File: config.mk
export PLATFORM = sky130hd
export DESIGN_NAME = ring_fifo
export DESIGN_NICKNAME = d
export VERILOG_FILES = /design/src/rtl/ring_fifo_dff.sv /design/src/rtl/ring_fifo_wrap_ptr.sv /design/src/rtl/ring_fifo.sv
export SDC_FILE = /design/constraint.sdc
export NUM_CORES = 1
export LEC_CHECK = 0
export ABC_AREA = 1
export CAP_MARGIN = 15
export CELL_PAD_IN_SITES_DETAIL_PLACEMENT = 1
export CELL_PAD_IN_SITES_GLOBAL_PLACEMENT = 1
export CORE_MARGIN = 2
export CORE_UTILIZATION = 25
export CTS_CLUSTER_SIZE = 12
export DETAILED_ROUTE_END_ITERATION = 8
export MAX_ROUTING_LAYER = met4
export PLACE_DENSITY_LB_ADDON = 0.1
export SLEW_MARGIN = 20
export SYNTH_ARGS = -nofsm -noshare
export SYNTH_HDL_FRONTEND = slang
export SYNTH_SLANG_ARGS = --single-unit
File: constraint.sdc
create_clock -name clk -period 2 [get_ports clk]
set_clock_uncertainty 0.15 [all_clocks]
set_input_delay 0.4 -clock clk [delete_from_list [all_inputs] [get_ports clk]]
set_output_delay 0.4 -clock clk [all_outputs]
set_load 0.1 [all_outputs]
File: src/rtl/ring_fifo_dff.sv
// Enabled register with asynchronous active-high reset to zero.
// Shared storage primitive for counters and other control state.
module dff_en #(
  parameter int W = 1
) (
  input  logic         rst,
  input  logic         clk,
  input  logic         en,
  input  logic [W-1:0] D,
  output logic [W-1:0] Q
);

  logic [W-1:0] r_q;

  always_ff @(posedge clk or posedge rst) begin
    if (rst)     r_q <= '0;
    else if (en) r_q <= D;
  end

  assign Q = r_q;

endmodule

File: src/rtl/ring_fifo_wrap_ptr.sv
// Modulo-DEPTH pointer with async reset. The wrap is an explicit compare
// so DEPTH need not be a power of two.
module wrap_ptr #(
  parameter int DEPTH  = 8,
  parameter int PTRWID = (DEPTH > 1) ? $clog2(DEPTH) : 1
) (
  input  logic              clk,
  input  logic              rst,
  input  logic              inc,
  output logic [PTRWID-1:0] ptr
);

  localparam logic [PTRWID-1:0] LAST = PTRWID'(DEPTH - 1);

  logic [PTRWID-1:0] r_ptr;

  always_ff @(posedge clk or posedge rst) begin
    if (rst) begin
      r_ptr <= '0;
    end else if (inc) begin
      r_ptr <= (r_ptr == LAST) ? '0 : r_ptr + PTRWID'(1);
    end
  end

  assign ptr = r_ptr;

endmodule

File: src/rtl/ring_fifo.sv
// Show-ahead ring FIFO: head is driven combinationally onto data_out and
// full/empty are derived from the occupancy counter, never from pointers.
module ring_fifo #(
  parameter int DEPTH  = 8,
  parameter int WIDTH  = 8,
  parameter int CNTWID = $clog2(DEPTH) + 1
) (
  input  logic              clk,
  input  logic              rst,
  input  logic              push,
  input  logic              pop,
  input  logic [WIDTH-1:0]  data_in,
  output logic [WIDTH-1:0]  data_out,
  output logic              empty,
  output logic              full,
  output logic [CNTWID-1:0] cnt,
  output logic              push_ok,
  output logic              pop_ok
);

  localparam int PTRWID = (DEPTH > 1) ? $clog2(DEPTH) : 1;

  logic [WIDTH-1:0]  r_mem [DEPTH];
  logic [PTRWID-1:0] w_wr_ptr;
  logic [PTRWID-1:0] w_rd_ptr;
  logic [CNTWID-1:0] w_cnt_q;
  logic [CNTWID-1:0] w_cnt_d;

  assign empty   = (w_cnt_q == '0);
  assign full    = (w_cnt_q == CNTWID'(DEPTH));
  assign push_ok = push & ~full;
  assign pop_ok  = pop & ~empty;
  assign cnt     = w_cnt_q;

  // Only loaded when exactly one side is accepted, so the direction is push_ok.
  assign w_cnt_d = push_ok ? (w_cnt_q + CNTWID'(1)) : (w_cnt_q - CNTWID'(1));

  dff_en #(.W(CNTWID)) u_cnt (
    .rst (rst),
    .clk (clk),
    .en  (push_ok ^ pop_ok),
    .D   (w_cnt_d),
    .Q   (w_cnt_q)
  );

  wrap_ptr #(.DEPTH(DEPTH), .PTRWID(PTRWID)) u_wr_ptr (
    .clk (clk),
    .rst (rst),
    .inc (push_ok),
    .ptr (w_wr_ptr)
  );

  wrap_ptr #(.DEPTH(DEPTH), .PTRWID(PTRWID)) u_rd_ptr (
    .clk (clk),
    .rst (rst),
    .inc (pop_ok),
    .ptr (w_rd_ptr)
  );

  // Storage is deliberately left out of reset.
  always_ff @(posedge clk) begin
    if (push_ok) r_mem[w_wr_ptr] <= data_in;
  end

  assign data_out = r_mem[w_rd_ptr];

`ifdef FORMAL
  logic [PTRWID:0] w_ptr_diff;
  assign w_ptr_diff = ({1'b0, w_wr_ptr} + (PTRWID+1)'(DEPTH) - {1'b0, w_rd_ptr})
                      % (PTRWID+1)'(DEPTH);

  a_cnt_range : assert property (@(posedge clk) disable iff (rst)
    w_cnt_q <= CNTWID'(DEPTH));
  a_ptr_cnt : assert property (@(posedge clk) disable iff (rst)
    (PTRWID+1)'(w_ptr_diff) == (PTRWID+1)'(w_cnt_q % CNTWID'(DEPTH)));
  a_not_both : assert property (@(posedge clk) disable iff (rst)
    !(empty && full));
  a_cnt_step : assert property (@(posedge clk) disable iff (rst)
    (w_cnt_q == $past(w_cnt_q)) || (w_cnt_q == $past(w_cnt_q) + CNTWID'(1)) ||
    (w_cnt_q == $past(w_cnt_q) - CNTWID'(1)));
`endif

endmodule

==> results of run 1 <==
## through the flow
stage | setup slack, ns | cell area [um^2] | cells | hold WS, ns | setup TNS (ns)
3_5_place_dp | -0.1244 | 4136 | 484 | 0.3933 | -5.755
5_1_grt | -0.2827 | 4706 | 514 | 0.2334 | -2.210
4_1_cts | -0.2183 | 4497 | 503 | 0.2275 | -1.590
2_1_floorplan | -0.01862 | 3273 | 265 | 0.09017 | -0.5552
3_3_place_gp | -0.1179 | 4136 | 484 | 0.3812 | -5.310
6_report | -0.1944 | 4706 | 514 | 0.2181 | -1.321
## cell usage after synthesis, types with 2 or more instances
cell type  instances  area share (%)
ha_1               6             2.4
inv_2              3            0.36
nor2_1            42             5.0
nand3_1            5            0.79
o22ai_1            9             1.8
xor2_1             2            0.55
edfxtp_1          64              61
dfrtp_1           10             7.9
buf_4              2            0.47
nor2_2             2            0.39
nand2_1           44             5.2
mux2i_1            8             2.5
o21ai_0           23             3.6
o21ai_1           15             2.4
nand2_4            5             1.8
inv_1             11             1.3
buf_2              7             1.1
## cells by family after synthesis
group / after synthesis
simple gates: 101
flops: 74
compound gates: 48
buf+inv: 25
mux: 8
fa+ha+maj: 7
xor+xnor: 2
## cells in the final DEF, fill, tap and decap left out, drive strengths merged
cell type / instances
edfxtp: 64
buf: 58
nand2: 50
nor2: 44
o21ai: 38
inv: 13
clkdlybuf4s50: 11
clkbuf: 10
dfrtp: 10
o22ai: 9
mux2i: 8
nand3: 6
ha: 6
clkinv: 5
clkinvlp: 3
xor2: 2
bufinv: 2
or2: 1
a21oi: 1
fa: 1
## worst reg2reg max path, stage by stage (launching register included)
cell     delay [ns]
dfrtp_4        0.49
inv_4          0.08
nor2_2         0.05
nand2_4        0.09
nand2_8        0.08
buf_8          0.15
nor2_1         0.15
inv_2          0.09
nor2_2         0.12
buf_4          0.16
## repair_timing
item	in CTS	in global routing
setup buffers	4	10
endpoints found under the setup margin	10	33
cloned	0	2
gates resized for setup	8	38
pin swaps	5	18
## routing by layer
metal	routed length (um)	GRT usage [%]	vias to the layer above
met2	4305	21.40	21
met4	91	5.412	0
met1	4036	17.74	1091
li1	-	-	1070
met5	0	-	-
met3	191	2.906	5
## registers in the layout (all words and copies together), names as in the netlist
name / flops
u_rd_ptr.ptr: 3
r_mem: 64
u_cnt.Q: 4
u_wr_ptr.ptr: 3
## cell type report
| cell class | instances | area (um^2) | share of cell area [%] |
|---|---|---|---|
| clock buffers | 9 | 225.2 | 4.786 |
| clock inverters | 7 | 83.83 | 1.781 |
| inverters | 16 | 87.58 | 1.861 |
| multi-input cells | 166 | 1040 | 22.10 |
| flip-flops and latches | 74 | 2187 | 46.48 |
| well taps | 172 | 215.2 | 4.573 |
| repair buffers | 70 | 867.1 | 18.43 |
## how the worst max path moves through the flow
stage | slack (ns) | to | depth (start not counted)
floorplan | -0.02 | r_mem[0][0] | 6
global placement | -0.12 | r_mem[7][1] | 6
detailed placement | -0.12 | u_cnt.Q[3] | 11
CTS | -0.22 | data_out[0] | 7
global route | -0.28 | data_out[3] | 8
finish | -0.19 | data_out[3] | 8
==> results.toml, run 1 <==
[final_layout]
layout.nets = 356
final_util_pct = 37.60
syn_to_final_growth_pct = 48.54
antenna_cells = 0
drive_gt1_share_pct = 37.13
nFillCells = 1352

[clock_network]
clk_pin_slew_ns = 0.06
cts_inserted_buffers = 9
max-clock-path-buffers = 2
cts.sinks = 74
cts_tree = "built"
clk_latency_ns = 0.33
hold_buffers = 0
htreeDepth = 3
clockRootBuffer = "clkbuf_16"

[routing]
drt_iter0_drc = 81
vias = 2187
drt-pass1-iter-count = 4
drtAntennaViolNets = 0
drt_wl_total_um = 8623
drc_errors = 0
vias_per_cell = 4.255
wl_per_cell_um = 16.78

[synth]
yosys_register_bits = 74
yosys_warnings = 0
syn_nets = 284
yosysSeqAreaShare_pct = 68.56
synth-main-ff-cell = "edfxtp_1"
synthAdderAreaFrac_pct = 3.002
ys_types = 24
synth_compound_area_share_pct = 7.938
async_reset_ff_share_pct = 13.51
muxShareOfSynthArea_pct = 2.528
netlist_area_um2 = 3168
synth_edf_count = 64
synth_top_family_by_area = "simple AND/OR/NAND/NOR gates"
syn-mean-instance-area_um2 = 11.95
synth_xor_area_share_pct = 0.5529
yosys.area_share.simple_pct = 13.86
synthCells = 265

[critical_path]
startpoint = "u_rd_ptr.ptr[0]"
worst_path_largest_cell_delay_ns = 0.45
r2r_start = "u_cnt.Q[3]"
cp_slowest_cell = "dfrtp_2"
cp_common_cell = "buf_12"
crit_buf_inv = 4
rr_worst_depth = 9
critPathTopFamily = "buffers and inverters"
worstSetupEndpointType = "primary output"
reg2reg_to = "r_mem[7][2]"
critPathMaxFanout = 6
startpoint_type = "flop"
arrival_ns = 1.64
r2r_slack_ns = 0.10
crit_type = "reg -> out"
required_ns = 1.45
crit_path_cell_trace = "inv_4 -> buf_12 -> buf_8 -> nor2_2 -> o22ai_1 -> nand2_1 -> nand2_2 -> buf_12"

[sta]
hold_viol = 0
rsz0062_at_grt = "yes"
finalWorstSetupSlack_ns = -0.1944
tightest_slew_ns = 0.4404
fin_crit_sh_pct = 109.7
fmax_mhz = 455.7
period_minus_slack_ns = 2.194
finalSetupViolCount = 9
slew_violations = 0
slew_headroom_pct = 70.61

[die]
rows = 41
ios = 28
start_util_pct = 25.31
die_w_um = 116.6
core_um2 = 12520
dieArea_um2 = 13590
die_h_um = 116.6

[job]
drv_cap = 0

[grt]
track_usage_pct = 13.79
grt_pass1_vias = 2278
grt_max_degree = 34
grt_remaining_overflow = 0
grt_pass1_wl_um = 13100
antenna_found_initial = 0

[placed_design]
routabilityCongestion = 0.7269
dpl.hpwl_um = 5529
portBuffers = 27

[status]
violations = "setup timing"
status = "finished with violations"

[worst_hold_path]
hold_class = "in -> async"
Power of run 1 is not shown: default switching activity piles up to over one toggle a cycle in this logic, so the estimate is an artifact.
==> inputs of run 2 (changes only) <==
--- a/config.mk
+++ b/config.mk
@@ -14,7 +14,7 @@
 export CTS_CLUSTER_SIZE = 12
 export DETAILED_ROUTE_END_ITERATION = 8
 export MAX_ROUTING_LAYER = met4
-export PLACE_DENSITY_LB_ADDON = 0.1
+export PLACE_DENSITY = 0.51
 export SLEW_MARGIN = 20
 export SYNTH_ARGS = -nofsm -noshare
 export SYNTH_HDL_FRONTEND = slang
==> results.toml, run 2 (same netlist as run 1, synthesis figures left out) <==
[status]
status = "finished with violations"
violations = "setup timing"

[die]
start_util_pct = 25.31
die_h_um = 116.6
ios = 28
dieArea_um2 = 13590
rows = 41
die_w_um = 116.6
core_um2 = 12520

[final_layout]
drive_gt1_share_pct = 33.93
nFillCells = 1372
layout_commonest_cell = "edfxtp_1"
largest_reg_flops = 64
antenna_cells = 0
layout.nets = 347
regMostFlops = "r_mem"
syn_to_final_growth_pct = 44.79
mostFrequentLayoutCells = "64 x edfxtp_1, 35 x nand2_1, 25 x nor2_1, 25 x buf_4, 24 x buf_12"

[clock_network]
cts_inserted_buffers = 9
clk_latency_ns = 0.35
cts_tree = "built"
max-clock-path-buffers = 2
clk_pin_slew_ns = 0.06
cts.sinks = 74
hold_buffers = 0
htreeDepth = 3
clockRootBuffer = "clkbuf_16"

[critical_path]
worst_path_largest_cell_delay_ns = 0.46
crit_buf_inv = 3
worstSetupEndpointType = "primary output"
startpoint_type = "flop"
critPathMaxFanout = 13
cp_common_cell = "buf_12"
crit_path_cell_trace = "inv_2 -> buf_12 -> nor2_2 -> o22ai_1 -> nand2_1 -> nand2_2 -> buf_12"
arrival_ns = 1.62
critPathTopFamily = "flip-flops"
crit_type = "reg -> out"
required_ns = 1.45
cp_slowest_cell = "dfrtp_2"

[sta]
slew_headroom_pct = 70.96
fin_crit_sh_pct = 108.7
slew_violations = 0
finalWorstSetupSlack_ns = -0.1748
fin_tns_setup_ns = -1.293
holdWs_ns = 0.1972
hold_viol = 0
rsz0062_at_grt = "yes"
tightest_slew_ns = 0.4351
fmax_mhz = 459.8
finalSetupViolCount = 8
period_minus_slack_ns = 2.175

[placed_design]
routabilityCongestion = 0.7425
dpl.hpwl_um = 5406
portBuffers = 27

[routing]
vias = 2157
drt_wl_total_um = 7777
drt_iter0_drc = 94
wl_per_cell_um = 15.40
drt-pass1-iter-count = 4
drc_errors = 0
drtAntennaViolNets = 0
vias_per_cell = 4.271

[worst_hold_path]
hold_class = "in -> async"

[grt]
grt_pass1_vias = 2341
track_usage_pct = 13.30
grt_pass1_wl_um = 12640
grt_max_degree = 35
antenna_found_initial = 0
grt_remaining_overflow = 0

[job]
drv_cap = 0
-- run 2: changes by cell type in the layout (fill, tap and decap cells not counted), moves of 2 or more --
cell,previous run,this run
o21ai_0,14,21
o21ai_1,22,16
buf_4,30,25
buf_6,5,1
buf_12,21,24
nand2_2,11,8
buf_8,2,0
clkinv_1,4,2
clkinvlp_4,3,5
nand2_1,33,35
-- run 2: cell type report --
cell class | count | area, um^2 | share of cell area, %
sequential | 74 | 2186 | 47.65
multi-input combinational | 166 | 1016 | 22.15
timing repair buffer | 61 | 789.5 | 17.21
clock buffer | 9 | 225.2 | 4.910
tap | 172 | 215.2 | 4.692
inverter | 16 | 85.08 | 1.855
clock inverter | 7 | 70.07 | 1.528
-- run 2: path summary, 6_finish.rpt --
| path | startpoint | endpoint | slack, ns | depth (start not counted) |
|---|---|---|---|---|
| worst max register to register | u_cnt.Q[3] | u_cnt.Q[2] | 0.11 | 9 |
| min in group clk | u_wr_ptr.ptr[0] | u_wr_ptr.ptr[0] | 0.49 | 2 |
| worst min register to register | u_wr_ptr.ptr[0] | u_wr_ptr.ptr[0] | 0.49 | 2 |
| worst min-delay path | rst | u_cnt.Q[0] | 0.20 | 2 |
| worst max-delay path | u_rd_ptr.ptr[0] | data_out[5] | -0.17 | 7 |
| max in group asynchronous | rst | u_cnt.Q[3] | 1.16 | 2 |
-- run 2: what timing repair did --
action	in CTS	in global routing
gates resized for setup	11	7
cloned	0	0
setup buffers	6	2
endpoints found under the setup margin	11	23
pin swaps	5	5
-- run 2: layer usage --
metal	vias to the layer above	global-route usage [%]	share of wire, %
li1	1052	-	-
met1	1058	15.68	45
met2	35	21.43	50
met3	12	3.529	3.4
met4	0	5.882	2.1
met5	-	-	0
-- run 2: through the flow --
stage | cells | instance area, um^2 | util, % | setup WS [ns]
after floorplan | 265 | 3273 | - | -0.01862
after global placement | 481 | 4164 | 33.27 | -0.07941
after detailed placement | 481 | 4164 | 33.27 | -0.1224
after CTS | 503 | 4543 | 36.30 | -0.2104
after global routing | 505 | 4587 | 36.65 | -0.3081
final | 505 | 4587 | 36.65 | -0.1748
-- run 2: worst reg2reg max path: stages (launching register included) --
cell and delay (ns):
dfrtp_4 0.50, inv_4 0.08, nor2_2 0.05, nand2_4 0.10, nand2_8 0.10, buf_4 0.16, fa_1 0.37, xor2_1 0.15
nand2_1 0.06, o21ai_1 0.05
Power of run 2 is left out for the same reason.
==> inputs of run 3 (changes only) <==
--- a/config.mk
+++ b/config.mk
@@ -15,6 +15,7 @@
 export DETAILED_ROUTE_END_ITERATION = 8
 export MAX_ROUTING_LAYER = met4
 export PLACE_DENSITY = 0.51
+export RECOVER_POWER = 25
 export SLEW_MARGIN = 20
 export SYNTH_ARGS = -nofsm -noshare
 export SYNTH_HDL_FRONTEND = slang
==> results.toml, run 3 (same netlist as run 1, synthesis figures left out) <==
[sta]
hold_viol = 0
finalSetupViolCount = 9
fmax_mhz = 459.8
fin_crit_sh_pct = 108.7
period_minus_slack_ns = 2.175
rsz0062_at_grt = "yes"
tightest_slew_ns = 0.4357
slew_violations = 0
finalWorstSetupSlack_ns = -0.1748
fin_tns_setup_ns = -1.294
slew_headroom_pct = 70.92

[worst_hold_path]
hold_class = "in -> async"

[final_layout]
layout_commonest_cell = "edfxtp_1"
largest_reg_flops = 64
layout.cells.non_filler = 505
layout.nets = 347
mostFrequentLayoutCells = "64 x edfxtp_1, 35 x nand2_1, 25 x nor2_1, 25 x buf_4, 24 x buf_12"
regMostFlops = "r_mem"
antenna_cells = 0
drive_gt1_share_pct = 33.93
syn_to_final_growth_pct = 44.79

[status]
violations = "setup timing"
status = "finished with violations"

[routing]
drc_errors = 0
wl_per_cell_um = 15.39
vias_per_cell = 4.259
vias = 2151
drt-pass1-iter-count = 4
drt_iter0_drc = 94
drt_wl_total_um = 7773
drtAntennaViolNets = 0

[critical_path]
worstSetupEndpointType = "primary output"
rr_worst_depth = 9
arrival_ns = 1.62
reg2reg_to = "u_cnt.Q[2]"
r2r_start = "u_cnt.Q[3]"
required_ns = 1.45
crit_type = "reg -> out"
critPathMaxFanout = 13
startpoint_type = "flop"
r2r_slack_ns = 0.11

[placed_design]
dpl.hpwl_um = 5406
dp_cells = 481
routabilityCongestion = 0.7425
portBuffers = 27

[die]
core_um2 = 12520
dieArea_um2 = 13590
die_h_um = 116.6
rows = 41
ios = 28
start_util_pct = 25.31
die_w_um = 116.6

[clock_network]
clk_latency_ns = 0.35
cts_inserted_buffers = 9
cts_tree = "built"
clk_pin_slew_ns = 0.06
htreeDepth = 3
clockRootBuffer = "clkbuf_16"
cts.sinks = 74
max-clock-path-buffers = 2

[grt]
track_usage_pct = 13.30
grt_max_degree = 35
grt_pass1_wl_um = 12640
antenna_found_initial = 0
grt_remaining_overflow = 0
grt_pass1_vias = 2341

[job]
drv_cap = 0
## run 3: worst max-delay path by stage
stage	cells after the start	startpoint	slack [ns]	endpoint
after CTS	7	u_rd_ptr.ptr[0]	-0.21	data_out[5]
final	7	u_rd_ptr.ptr[0]	-0.17	data_out[5]
after global routing	8	u_rd_ptr.ptr[0]	-0.31	data_out[3]
after global placement	6	push	-0.08	r_mem[5][0]
after floorplan	6	u_cnt.Q[2]	-0.02	r_mem[0][0]
after detailed placement	6	push	-0.12	r_mem[5][3]
## run 3: metrics by stage
step           setup WS [ns]  instance area, um^2  hold slack [ns]  utilization [%]
2_1_floorplan       -0.01862                 3273          0.09017                -
3_3_place_gp        -0.07941                 4164           0.4420            33.27
3_5_place_dp         -0.1224                 4164           0.4439            33.27
4_1_cts              -0.2104                 4543           0.2177            36.30
5_1_grt              -0.3081                 4587           0.3655            36.65
6_report             -0.1748                 4587           0.3342            36.65
## run 3: worst max-delay path: stages, from the launching register on
cell and delay (ns):
dfrtp_2 0.46, inv_2 0.10, buf_12 0.14, nor2_2 0.04
o22ai_1 0.17, nand2_1 0.09, nand2_2 0.10, buf_12 0.17
## run 3: cell type report
cell class / count / area [um^2]
timing repair buffer: 61 / 789.5
tap: 172 / 215.2
clock inverter: 7 / 70.07
sequential: 74 / 2186
fill: 1372 / 7930
inverter: 16 / 85.08
multi-input combinational: 166 / 1016
clock buffer: 9 / 225.2
## run 3: metal layers
metal  vias to the layer above  wire (um)  track usage [%]
met5                         -          0                -
met4                         0        165            5.882
met3                        10        258            3.529
met2                        33       3882            21.43
met1                      1056       3466            15.68
li1                       1052          -                -
## run 3: repair_timing
item / 4_1_cts / 5_1_grt
pin swaps: 5 / 5
setup buffers: 6 / 2
resized for setup: 11 / 7
hold buffers: 0 / 0
setup endpoints to repair: 11 / 23
Power of run 3 is left out for the same reason.
